**config.mk**
```make
export PLATFORM = sky130hd
export DESIGN_NAME = gamma_wta_sched
export DESIGN_NICKNAME = d
export VERILOG_FILES = /design/src/rtl/gamma_pkg.sv /design/src/rtl/gamma_prio_arb.sv /design/src/rtl/gamma_wta_sched.sv
export SDC_FILE = /design/constraint.sdc
export NUM_CORES = 1
export LEC_CHECK = 0
export BUFFER_PORTS_ARGS = -buffer_cell sky130_fd_sc_hd__buf_4
export CAP_MARGIN = 40
export CORE_MARGIN = 2
export CORE_UTILIZATION = 45
export DETAILED_ROUTE_END_ITERATION = 8
export PLACE_DENSITY = 0.77
export RECOVER_POWER = 50
export SLEW_MARGIN = 20
export SYNTH_ARGS = -nofsm -noshare
export SYNTH_HDL_FRONTEND = slang
export SYNTH_SLANG_ARGS = --single-unit
export TNS_END_PERCENT = 5
```
**constraint.sdc**
```tcl
create_clock -name aclk -period 1.45 [get_ports aclk]
set_input_delay 0.29 -clock aclk [delete_from_list [all_inputs] [get_ports aclk]]
set_output_delay 0.29 -clock aclk [all_outputs]
set_load 0.005 [all_outputs]
```
**src/rtl/gamma_pkg.sv**
```systemverilog
// Shared types for the gamma-cycle winner-take-all scheduler.
// ROUND_ROBIN_TIE_EN selects rotating tie-break in gamma_wta_sched.
package gamma_pkg;

    localparam int GAMMA_CYCLE_DEF = 16;
    localparam int NUM_REQ_DEF     = 16;
    localparam int GAMMA_TIME_W    = $clog2(GAMMA_CYCLE_DEF);
    localparam int GAMMA_IDX_W     = $clog2(NUM_REQ_DEF);

    typedef enum logic {
        IDLE = 1'b0,
        RUN  = 1'b1
    } gsched_state_t;

    // Result bundle at the default geometry.
    typedef struct packed {
        logic [GAMMA_IDX_W-1:0]  idx;
        logic [GAMMA_TIME_W-1:0] spk_time;
        logic                    none;
    } gamma_result_t;

endpackage

```
**src/rtl/gamma_prio_arb.sv**
```systemverilog
// Combinational priority picker: first set request at or after base,
// wrapping past NUM_REQ-1 back to 0.
module gamma_prio_arb #(
    parameter int NUM_REQ = 16,
    parameter int IDX_W   = $clog2(NUM_REQ)
) (
    input  logic [NUM_REQ-1:0] req,
    input  logic [IDX_W-1:0]   base,
    output logic               any,
    output logic [IDX_W-1:0]   idx
);

    int               j;
    logic [IDX_W-1:0] jj;

    always_comb begin
        any = 1'b0;
        idx = '0;
        j   = 0;
        jj  = '0;
        for (int k = 0; k < NUM_REQ; k++) begin
            j  = (int'(base) + k) % NUM_REQ;
            jj = IDX_W'(j);
            if (!any && req[jj]) begin
                any = 1'b1;
                idx = jj;
            end
        end
    end

endmodule

```
**src/rtl/gamma_wta_sched.sv**
```systemverilog
// Gamma-cycle sequencer with first-spike winner-take-all arbitration.
// Define ROUND_ROBIN_TIE_EN for rotating tie-break instead of lowest index.
module gamma_wta_sched
    import gamma_pkg::*;
#(
    parameter int GAMMA_CYCLE_WIDTH = 16,
    parameter int NUM_REQ           = 16,
    parameter int TIME_W            = $clog2(GAMMA_CYCLE_WIDTH),
    parameter int IDX_W             = $clog2(NUM_REQ)
) (
    input  logic               aclk,
    input  logic               grst,
    input  logic               enable,
    input  logic [NUM_REQ-1:0] req,
    output logic               gamma_start,
    output logic [TIME_W-1:0]  gamma_count,
    output logic               out_valid,
    input  logic               out_ready,
    output logic [IDX_W-1:0]   win_idx,
    output logic [TIME_W-1:0]  win_time,
    output logic               win_none,
    output logic               overrun
);

    typedef struct packed {
        logic [IDX_W-1:0]  idx;
        logic [TIME_W-1:0] spk_time;
        logic              none;
    } res_t;

    localparam logic [TIME_W-1:0] LAST = TIME_W'(GAMMA_CYCLE_WIDTH - 1);
    localparam logic [IDX_W-1:0]  TOP  = IDX_W'(NUM_REQ - 1);

    gsched_state_t     state_q, state_d;
    logic [TIME_W-1:0] cnt_q, cnt_d;
    logic              captured_q, captured_d;
    logic [IDX_W-1:0]  cap_idx_q, cap_idx_d;
    logic [TIME_W-1:0] cap_time_q, cap_time_d;
    res_t              res_q, res_d, res_new;
    logic              valid_q, valid_d;
    logic              overrun_q, overrun_d;

    logic              run, last, cap_now, any;
    logic [IDX_W-1:0]  base, pick;

`ifdef ROUND_ROBIN_TIE_EN
    logic [IDX_W-1:0] ptr_q, ptr_d;

    assign base  = ptr_q;
    assign ptr_d = !cap_now ? ptr_q
                 : (pick == TOP) ? '0 : pick + 1'b1;
`else
    assign base = '0;
`endif

    gamma_prio_arb #(
        .NUM_REQ (NUM_REQ),
        .IDX_W   (IDX_W)
    ) u_arb (
        .req  (req),
        .base (base),
        .any  (any),
        .idx  (pick)
    );

    assign run  = (state_q == RUN);
    assign last = run && (cnt_q == LAST);

    always_ff @(posedge aclk) begin
        if (grst) begin
            state_q    <= IDLE;
            cnt_q      <= '0;
            captured_q <= 1'b0;
            cap_idx_q  <= '0;
            cap_time_q <= '0;
            res_q      <= '0;
            valid_q    <= 1'b0;
            overrun_q  <= 1'b0;
`ifdef ROUND_ROBIN_TIE_EN
            ptr_q      <= '0;
`endif
        end else begin
            state_q    <= state_d;
            cnt_q      <= cnt_d;
            captured_q <= captured_d;
            cap_idx_q  <= cap_idx_d;
            cap_time_q <= cap_time_d;
            res_q      <= res_d;
            valid_q    <= valid_d;
            overrun_q  <= overrun_d;
`ifdef ROUND_ROBIN_TIE_EN
            ptr_q      <= ptr_d;
`endif
        end
    end

    // A running gamma cycle always finishes before returning to IDLE.
    always_comb begin
        state_d = state_q;
        unique case (state_q)
            IDLE: if (enable) state_d = RUN;
            RUN:  if (last && !enable) state_d = IDLE;
            default: state_d = IDLE;
        endcase
    end

    always_comb begin
        gamma_start = run && (cnt_q == '0);
        gamma_count = cnt_q;
        out_valid   = valid_q;
        win_idx     = res_q.idx;
        win_time    = res_q.spk_time;
        win_none    = res_q.none;
        overrun     = overrun_q;
    end

    always_comb begin
        cnt_d = '0;
        if (run && !last) cnt_d = cnt_q + 1'b1;

        cap_now    = run && any && !captured_q;
        captured_d = captured_q;
        cap_idx_d  = cap_idx_q;
        cap_time_d = cap_time_q;
        if (cap_now) begin
            captured_d = 1'b1;
            cap_idx_d  = pick;
            cap_time_d = cnt_q;
        end

        res_new = '{idx: '0, spk_time: '0, none: 1'b1};
        if (cap_now) begin
            res_new = '{idx: pick, spk_time: cnt_q, none: 1'b0};
        end else if (captured_q) begin
            res_new = '{idx: cap_idx_q, spk_time: cap_time_q, none: 1'b0};
        end

        res_d     = res_q;
        valid_d   = valid_q;
        overrun_d = 1'b0;
        // A full output slot that is not being drained drops the new result.
        if (last) begin
            captured_d = 1'b0;
            if (!valid_q || out_ready) begin
                res_d   = res_new;
                valid_d = 1'b1;
            end else begin
                overrun_d = 1'b1;
            end
        end else if (valid_q && out_ready) begin
            valid_d = 1'b0;
        end
    end

endmodule

```
Word-level counts from Yosys, hierarchy flattened
Cells that the tools add are included.
Operators by class
  add/subtract/negate cells: 1
  equal/unequal tests: 2
  multiplexer cells: 40
  bitwise logic cells: 3
  reductions and logical operators: 49
Operators by type and width (number)
  $mux W4: 8
  $mux W1: 23
  $logic_and A1 B1 Y1: 22
  $logic_not A1 Y1: 19
  $mux W9: 2
  $mux W3: 4
  $reduce_or A2 Y1: 3
  $add A4 B1 Y4 const B: 1
  $eq A4 B4 Y1 const B: 1
  $logic_not A4 Y1: 1
  $mux W2: 2
  $reduce_and A2 Y1: 2
  $not A1 Y1: 3
  $ne A2 B1 Y1 const B: 1
  $pmux W1 S2: 1
  $reduce_bool A2 Y1: 1
  $logic_or A1 B1 Y1: 1
Storage, ports and cells
  bits in registers: 25
  output and inout bits: 16
  logic and storage cells: 105

Logic depth before layout (Yosys ltp)
Gate-level depths: netlist (run 1).
  word-level depth: 49
  gate-level depth with buffers: 7
  gate-level depth less buffers: 6

Modules after synthesis
A second synthesis (run 1) with hierarchy kept.
Unflattened totals
  cells, all modules: 396
  area total of the unflattened synthesis: 3518.4 um^2
By module, submodules not included
  gamma_prio_arb: instances 1, cells each 280, area an instance 2472.4 um^2, sequential area each 0.0 um^2
  gamma_wta_sched: instances 1, cells each 116, area an instance 1046.0 um^2, sequential area each 500.5 um^2

Worst setup path before layout (run 1)
OpenSTA, ideal clock, no wires.
  kind: reg2reg
  from: reg cnt_q[0] (netlist: gamma_count[0])
  to: reg res_q (netlist bit win_idx[1])
  library setup time: 132 ps
  data arrival time: 1480 ps
  setup slack: -162 ps
  stages on the path, launching flop included: 8
  period minus slack after synthesis: 1612 ps
  cell sequence: dfxtp_1 > ha_1 > and4_1 > and2_1 > clkbuf_1 > nand2_1 > o21ai_0 > a21oi_1
On the way
  cells in the longest elaborated chain, start to end: 3
RTL lines
  start: declaration: line gamma_wta_sched.sv:35  | logic [TIME_W-1:0] cnt_q, cnt_d;
  start signal: assignment: line gamma_wta_sched.sv:84  | cnt_q <= cnt_d;
  $eq A4 B4 Y1: line gamma_wta_sched.sv:67  | assign last = run && (cnt_q == LAST);
  $logic_and A1 B1 Y1: line gamma_wta_sched.sv:67
  $reduce_and A2 Y1 (no source line)
  end signal: assignment: line gamma_wta_sched.sv:88  | res_q <= res_d;
  end: declaration: line gamma_wta_sched.sv:39  | res_t res_q, res_d, res_new;
No other way between the ends.
A chain may end at the register's enable or synchronous reset.

Worst setup path in the final report (run 1)
  from: reg cnt_q[0] (netlist: gamma_count[0])
  to: out gamma_start
On the way
  cells in the longest elaborated chain, start to end: 2
RTL lines
  $logic_not A4 Y1: line gamma_wta_sched.sv:108  | gamma_start = run && (cnt_q == '0);
  $logic_and A1 B1 Y1: line gamma_wta_sched.sv:108
  end: declaration: line gamma_wta_sched.sv:15  | output logic gamma_start,
No other way between the ends.

==> out/qor.csv, run 1 <==
stage;metric;value;unit
status;status;finished with violations;
status;failing checks;setup timing;
worst_setup_path;critical path class;reg -> out;
final_layout;layout cells sized above 1;43.7;%
floorplanning;die width;55.7;um
placed_design;DP HPWL;2520;um
timing;min setup slack post-route;-0.0932;ns
global_routing;largest net degree at the start of global routing;24;
drt;Vias;1343;
clocking;CTS tree;done;
timing;setup TNS;-0.105;ns
timing;RSZ-0062 raised after global routing;yes;
worst_setup_path;CP cell instances;buf_6 > inv_4 > ha_4 > nand2_4 > nor3_4 > buf_4;
synth;async set-reset flop share out of synthesis;0;%
flow_run;Max Cap Viol;0;
synth;top-count cell post-synth;dfxtp_1;
timing;Clock Skew;0.00149;ns
global_routing;initial antenna violation count;0;
placed_design;Placed Cells;237;
timing;FMAX;648;MHz
synth;Mean Syn Cell Area;8.30;sq um
final_layout;Final Util;74.3;%
timing;crit share post-route;106;%
timing;final hold violations;0;
power_and_ir_drop;Tot Pwr;1.29;mW
final_layout;Layout area overhead;54.3;%
worst_setup_path;Worst EP required;1.16;ns
worst_setup_path;Max stage delay on crit path;0.35;ns
drt;wire length per cell;13.8;um
power_and_ir_drop;peak supply drop;0.000789;V
worst_setup_path;crit path max fanout;2;
placed_design;worst slack, placed;-0.414;ns
floorplanning;standard-cell rows;18;
synth;number of flops mapped to enable cells by yosys;0;
final_layout;Final Net Count;236;
timing;Max Slew Vio Count;0;
worst_setup_path;crit path capture type;primary output;
drt;DR pass1 iterations;4;
timing;Final Setup Violations;2;
synth;Gate Count Post-Synth;145;
drt;DRT Wirelength;3360;um
worst_setup_path;critical path's slowest cell;dfxtp_2;
power_and_ir_drop;P per Cell Area;694;nW/um^2
synth;Post-Syn Area;1200;sq um
clocking;worst skew pair latency;0.31;ns
synth;syn nets;167;
global_routing;global-route wire length before repair;5910;um
synth;yosys warns;0;
worst_setup_path;CP Data Arrival Time;1.25;ns
synth;top cells by count, synth;dfxtp_1 (25), nor2_1 (19), nand2_1 (18);
floorplanning;core area;2500;sq um
synth;synth unique cells;36;
final_layout;final instance area;1860;sq um
clocking;CTS Buf Count;3;
timing;min Tclk post-route;1.54;ns
global_routing;Overflow after GRT;0;
global_routing;total track usage;23.4;%
timing;Worst Max-Slew Pin Slew;0.337;ns
drt;DRT antenna net count;0;
final_layout;Ant. Diodes;0;
floorplanning;# IOs;36;
clocking;clock-pin slew on the worst setup and hold paths;0.13;ns
clocking;H-tree levels;1;
timing;worst hold slack;0.205;ns
hold_path;Hold Path Class;in -> reg;
drt;Vias per Instance;5.53;
floorplanning;height of the chip;55.7;um
synth;top-area cell type share of the netlist area;41.6;%
clocking;# hold bufs at CTS;0;
global_routing;number of global-route vias before repair;1344;
synth;sequential share of the synthesized area;41.6;%
drt;initial DRC count;39;
synth;Seq cells post-synth;25;
synth;top cells by area, synth;dfxtp_1 (42%), a21oi_1 (6.7%), nor2_1 (5.9%), nand2_1 (5.6%), a221oi_2 (5.0%);
synth;post-synth top area cell;dfxtp_1;
floorplanning;Initial Utilization;48.1;%
drt;drt drc;0;
placed_design;Port Buf Inserts;35;
worst_setup_path;startpoint types;flop;
power_and_ir_drop;LEAKAGE;0.787;nW
placed_design;gpl congestion;0.800;
clocking;Max clock buf depth;2;
placed_design;Post-DP Area;1760;sq um
timing;Rel. slew slack;77.2;%
synth;Main synth FF type;dfxtp_1;
floorplanning;die area;3100;sq um
final_layout;fill cell count;189;
final_layout;Non-Filler Instances;243;
clocking;clock sinks;25;
clocking;clock root buffer;clkbuf_4;
==> state kept, by name, indices dropped and copies added, names as in the netlist <==
signal       flops
win_none         1
run              1
win_time         4
captured_q       1
out_valid        1
overrun          1
gamma_count      4
win_idx          4
cap_idx_q        4
cap_time_q       4
==> timing repair <==
action                                  in CTS  in global routing
buffers inserted                             2                  0
endpoints found under the setup margin      11                 13
pin swaps                                    3                  3
gates resized for setup                     14                  4
==> where the power goes <==
group          internal, mW  switching [mW]
clock network         0.103           0.202
registers             0.703          0.0118
logic                 0.138           0.131
==> layer usage <==
layer,share of wire [%],wire length (um),track usage [%],up-vias
li1,-,-,-,659
met1,41,1380,26.3,650
met2,54,1830,44.2,32
met3,4.2,140,6.05,2
met4,0.42,14,4.53,0
met5,0,0,0,-
==> cell families (layout without fill, tap and decap cells) <==
group / Yosys count / after routing / synth area share, %
xor+xnor: 2 / 2 / 1.46
buf+inv: 14 / 82 / 5.72
compound gates: 32 / 32 / 18.7
fa+ha+maj: 2 / 2 / 2.08
simple gates: 70 / 70 / 30.5
flops: 25 / 25 / 41.6
==> cell usage in the layout, fill, tap and decap left out, types with 2 or more instances in the layout <==
master / instances
a221oi_2: 4
a211oi_1: 2
o21ai_0: 5
inv_4: 2
nand2_1: 16
nor2_1: 19
nand3_1: 4
buf_6: 3
nand3b_1: 2
buf_4: 55
inv_1: 5
dfxtp_1: 23
dfxtp_2: 2
nor3_1: 9
clkbuf_4: 14
nand4_1: 4
a21oi_1: 16
nor4_4: 4
==> critical path: cells and delay by family (launching register included) <==
kind / cells / cell delay (ns)
fa+ha+maj: 1 / 0.13
buf+inv: 3 / 0.30
flops: 1 / 0.35
simple gates: 2 / 0.15
==> final timing paths <==
check	depth (start not counted)	start	slack, ns	endpoint
worst min register to register	2	cap_idx_q[2]	0.47	cap_idx_q[2]
worst min-delay path	3	enable	0.21	run
worst max-delay path	6	gamma_count[0]	-0.09	gamma_start
worst max register to register	6	gamma_count[0]	-0.01	win_idx[0]
==> area by class of cell <==
type                            count  area, sq um  share of cell area [%]
Inverter                            7         31.3                    1.68
Clock inverter                      1         5.00                   0.270
Multi-Input combinational cell    106          704                    37.9
Sequential cell                    25          503                    27.1
Timing Repair Buffer               71          553                    29.8
Clock buffer                        3         22.5                    1.21
Tap cell                           30         37.5                    2.02
Note: power is estimated with default switching activity, not from simulation.
==> run 2: changes to the inputs <==
- ABC_AREA: default -> 1
- CORE_UTILIZATION: 45 -> 30
- PLACE_DENSITY: 0.77 -> 0.56
==> out/qor.csv, run 2 <==
stage;metric;value;unit;change
power_and_ir_drop;P_sw;0.345;mW;about the same
synth;Seq cells post-synth;25;;unchanged
floorplanning;standard-cell rows;23;;+5
power_and_ir_drop;power share of the clock group;29.9;%;+6.2 points
final_layout;fill cell count;422;;+120%
worst_setup_path;CP cell instances;buf_6 > inv_4 > ha_4 > nand2_2 > nor3_2 > buf_4;;
synth;post-synth top area cell;dfxtp_1;;
drt;wire length per cell;11.6;um;-16%
floorplanning;core area;3970;sq um;+59%
hold_path;Hold Path Class;in -> reg;;
worst_setup_path;Max stage delay on crit path;0.34;ns;about the same
timing;Final Setup Violations;18;;+16
worst_setup_path;R2R Setup Slk;0.02;ns;+0.03 ns
global_routing;Overflow after GRT;0;;unchanged
synth;top-count cell post-synth;a21oi_1;;
timing;Max Slew Vio Count;0;;unchanged
final_layout;area of the multi-input gates;718;sq um;+2.0%
clocking;worst skew pair latency;0.26;ns;-0.05 ns
timing;Rel. slew slack;69.2;%;-8.1 points
drt;DR pass1 iterations;6;;+2
final_layout;Final Net Count;237;;+0.42%
clocking;# hold bufs at CTS;0;;unchanged
final_layout;most frequent cells in the layout;buf_4 (39), a21oi_1 (26), dfxtp_1 (23);;
global_routing;largest net degree at the start of global routing;14;;-42%
status;status;finished with violations;;
final_layout;Ant. Diodes;0;;unchanged
power_and_ir_drop;P per Cell Area;728;nW/um^2;+5.0%
synth;top cells by count, synth;a21oi_1 (27), dfxtp_1 (25), nand2_1 (23);;
timing;final hold violations;0;;unchanged
clocking;clock-pin slew on the worst setup and hold paths;0.08;ns;-0.05 ns
synth;yosys warns;0;;unchanged
timing;min Tclk post-route;1.50;ns;-0.0398 ns
flow_run;Max Cap Viol;0;;unchanged
synth;number of flops mapped to enable cells by yosys;0;;unchanged
global_routing;total track usage;14.1;%;-9.3 points
placed_design;DP HPWL;2230;um;-11%
timing;min setup slack post-route;-0.0534;ns;+0.0398 ns
power_and_ir_drop;peak supply drop;0.000336;V;-57%
global_routing;met2 GRT Util;23.9;%;-20 points
worst_setup_path;Worst EP required;1.16;ns;about the same
clocking;clock sinks;25;;unchanged
drt;Vias;1262;;-6.0%
power_and_ir_drop;sw frac;25.4;%;-1.3 points
global_routing;met3 Usage GRT;1.81;%;-4.2 points
worst_setup_path;critical path's slowest cell;dfxtp_2;;
final_layout;Non-Filler Instances;264;;+8.6%
timing;FMAX;665;MHz;+2.6%
drt;Vias per Instance;4.78;;-14%
final_layout;Reg area;503;sq um;unchanged
synth;async set-reset flop share out of synthesis;0;%;unchanged
floorplanning;# IOs;36;;unchanged
worst_setup_path;crit path max fanout;4;;+2
worst_setup_path;CP Data Arrival Time;1.21;ns;-0.04 ns
global_routing;GRT met1 Usage;19.2;%;-7.1 points
global_routing;number of global-route vias before repair;1168;;-13%
drt;DRT antenna net count;0;;unchanged
final_layout;layout cells sized above 1;41.6;%;-2.1 points
drt;DRT Wirelength;3080;um;-8.6%
clocking;clock root buffer;clkbuf_8;;
synth;synth unique cells;27;;-25%
synth;top cells by area, synth;dfxtp_1 (41%), a21oi_1 (11%), nand2_1 (7.0%), inv_1 (6.7%), o21ai_0 (4.1%);;
floorplanning;die area;4610;sq um;+48%
drt;initial DRC count;35;;-10%
floorplanning;Initial Utilization;30.8;%;-17 points
power_and_ir_drop;LEAKAGE;0.821;nW;+4.3%
clocking;CTS tree;done;;
clocking;H-tree levels;1;;unchanged
global_routing;GR peak layer;met2;;
worst_setup_path;startpoint types;flop;;
floorplanning;height of the chip;67.9;um;+22%
clocking;Max clock buf depth;2;;unchanged
synth;Post-Syn Area;1220;sq um;+1.8%
worst_setup_path;crit path capture type;primary output;;
timing;Clock Skew;0.00178;ns;+0.000288 ns
synth;top-area cell type share of the netlist area;40.9;%;-0.72 points
final_layout;commonest non-fill, non-tap cell in the layout;buf_4;;
global_routing;initial antenna violation count;0;;unchanged
worst_setup_path;critical path class;reg -> out;;
status;failing checks;setup timing;;
drt;drt drc;0;;unchanged
synth;Mean Syn Cell Area;7.75;sq um;-6.6%
synth;sequential share of the synthesized area;40.9;%;-0.72 points
power_and_ir_drop;Reg power frac;52.0;%;-3.5 points
floorplanning;die width;67.9;um;+22%
power_and_ir_drop;combinational power share;18.2;%;-2.7 points
placed_design;Port Buf Inserts;35;;unchanged
synth;syn nets;180;;+7.8%
global_routing;global-route wire length before repair;5140;um;-13%
final_layout;Layout area overhead;52.2;%;
clocking;CTS Buf Count;3;;unchanged
timing;RSZ-0062 raised after global routing;yes;;
timing;crit share post-route;104;%;-2.7 points
synth;Gate Count Post-Synth;158;;+9.0%
timing;Worst Max-Slew Pin Slew;0.457;ns;+0.119 ns
placed_design;gpl congestion;0.823;;+2.8%
power_and_ir_drop;Tot Pwr;1.36;mW;+5.4%
power_and_ir_drop;Internal;1.01;mW;+7.3%
synth;Main synth FF type;dfxtp_1;;
placed_design;Placed Cells;255;;+7.6%
run 2: cell types whose count changed in the layout (fill, tap and decap cells not counted), moves of 6 or more:
cell     delta
a21oi_1    +10
buf_4      -16
inv_1      +15
nor2_1     -14
nor2_4      +6
nor3_1      -8
run 2: worst paths after layout:
check                                      to           start  depth (start not counted)
worst max-delay path              gamma_start  gamma_count[1]                          6
worst min-delay path                      run          enable                          3
worst min register to register  cap_time_q[3]   cap_time_q[3]                          2
worst max register to register     win_idx[1]  gamma_count[0]                          7
run 2: worst max-delay path: cells and delay by family (launching register included):
kind                       cells  cell delay, ns
buffers and inverters          3            0.29
and+or+nand+nor                2            0.19
adders and majority gates      1            0.12
DFF                            1            0.34
run 2: layer usage:
| metal | wire (um) | vias up |
|---|---|---|
| met4 | 0 | 0 |
| li1 | - | 654 |
| met2 | 1500 | 20 |
| met5 | 0 | - |
| met1 | 1480 | 588 |
| met3 | 88 | 0 |
run 2: power groups by stage:
stage	logic, mW	registers [mW]	clock network (mW)
after detailed placement	0.198	0.721	0
after global placement	0.197	0.721	0
after floorplan	0.0912	0.721	0
after CTS	0.224	0.705	0.416
after global routing	0.273	0.707	0.440
final	0.246	0.706	0.406
run 2: through the flow:
stage	area, sq um	worst slack, ns	hold WS (ns)	utilization [%]	TNS [ns]
3_3_place_gp	1650	-0.419	0.451	41.5	-7.18
6_report	1860	-0.0534	0.222	46.9	-0.467
4_1_cts	1780	-0.127	0.220	44.9	-1.72
2_1_floorplan	1220	-0.193	0.401	-	-2.50
3_5_place_dp	1650	-0.451	0.454	41.5	-7.87
5_1_grt	1860	-0.153	0.235	46.9	-2.54
run 2: logic make-up (layout without fill, tap and decap cells):
| kind of cell | count (synthesis) | in the layout | share of synthesized area (%) |
|---|---|---|---|
| compound gates | 49 | 49 | 23.1 |
| fa+ha+maj | 2 | 2 | 2.04 |
| buf+inv | 27 | 83 | 9.19 |
| flops | 25 | 25 | 40.9 |
| simple gates | 55 | 55 | 24.8 |
run 2: final cells by class:
type                       instances  area share [%]
multi-input combinational        106            38.5
sequential                        25            27.0
timing repair buffer              57            24.2
inverter                          22            4.56
tap                               50            3.36
clock buffer                       4            2.42
run 2: what timing repair did:
action                                  CTS  global route
setup buffers                             3             2
resized for setup                        18            19
endpoints found under the setup margin   19            19
pin swaps                                13            14
gates cloned                              0             0
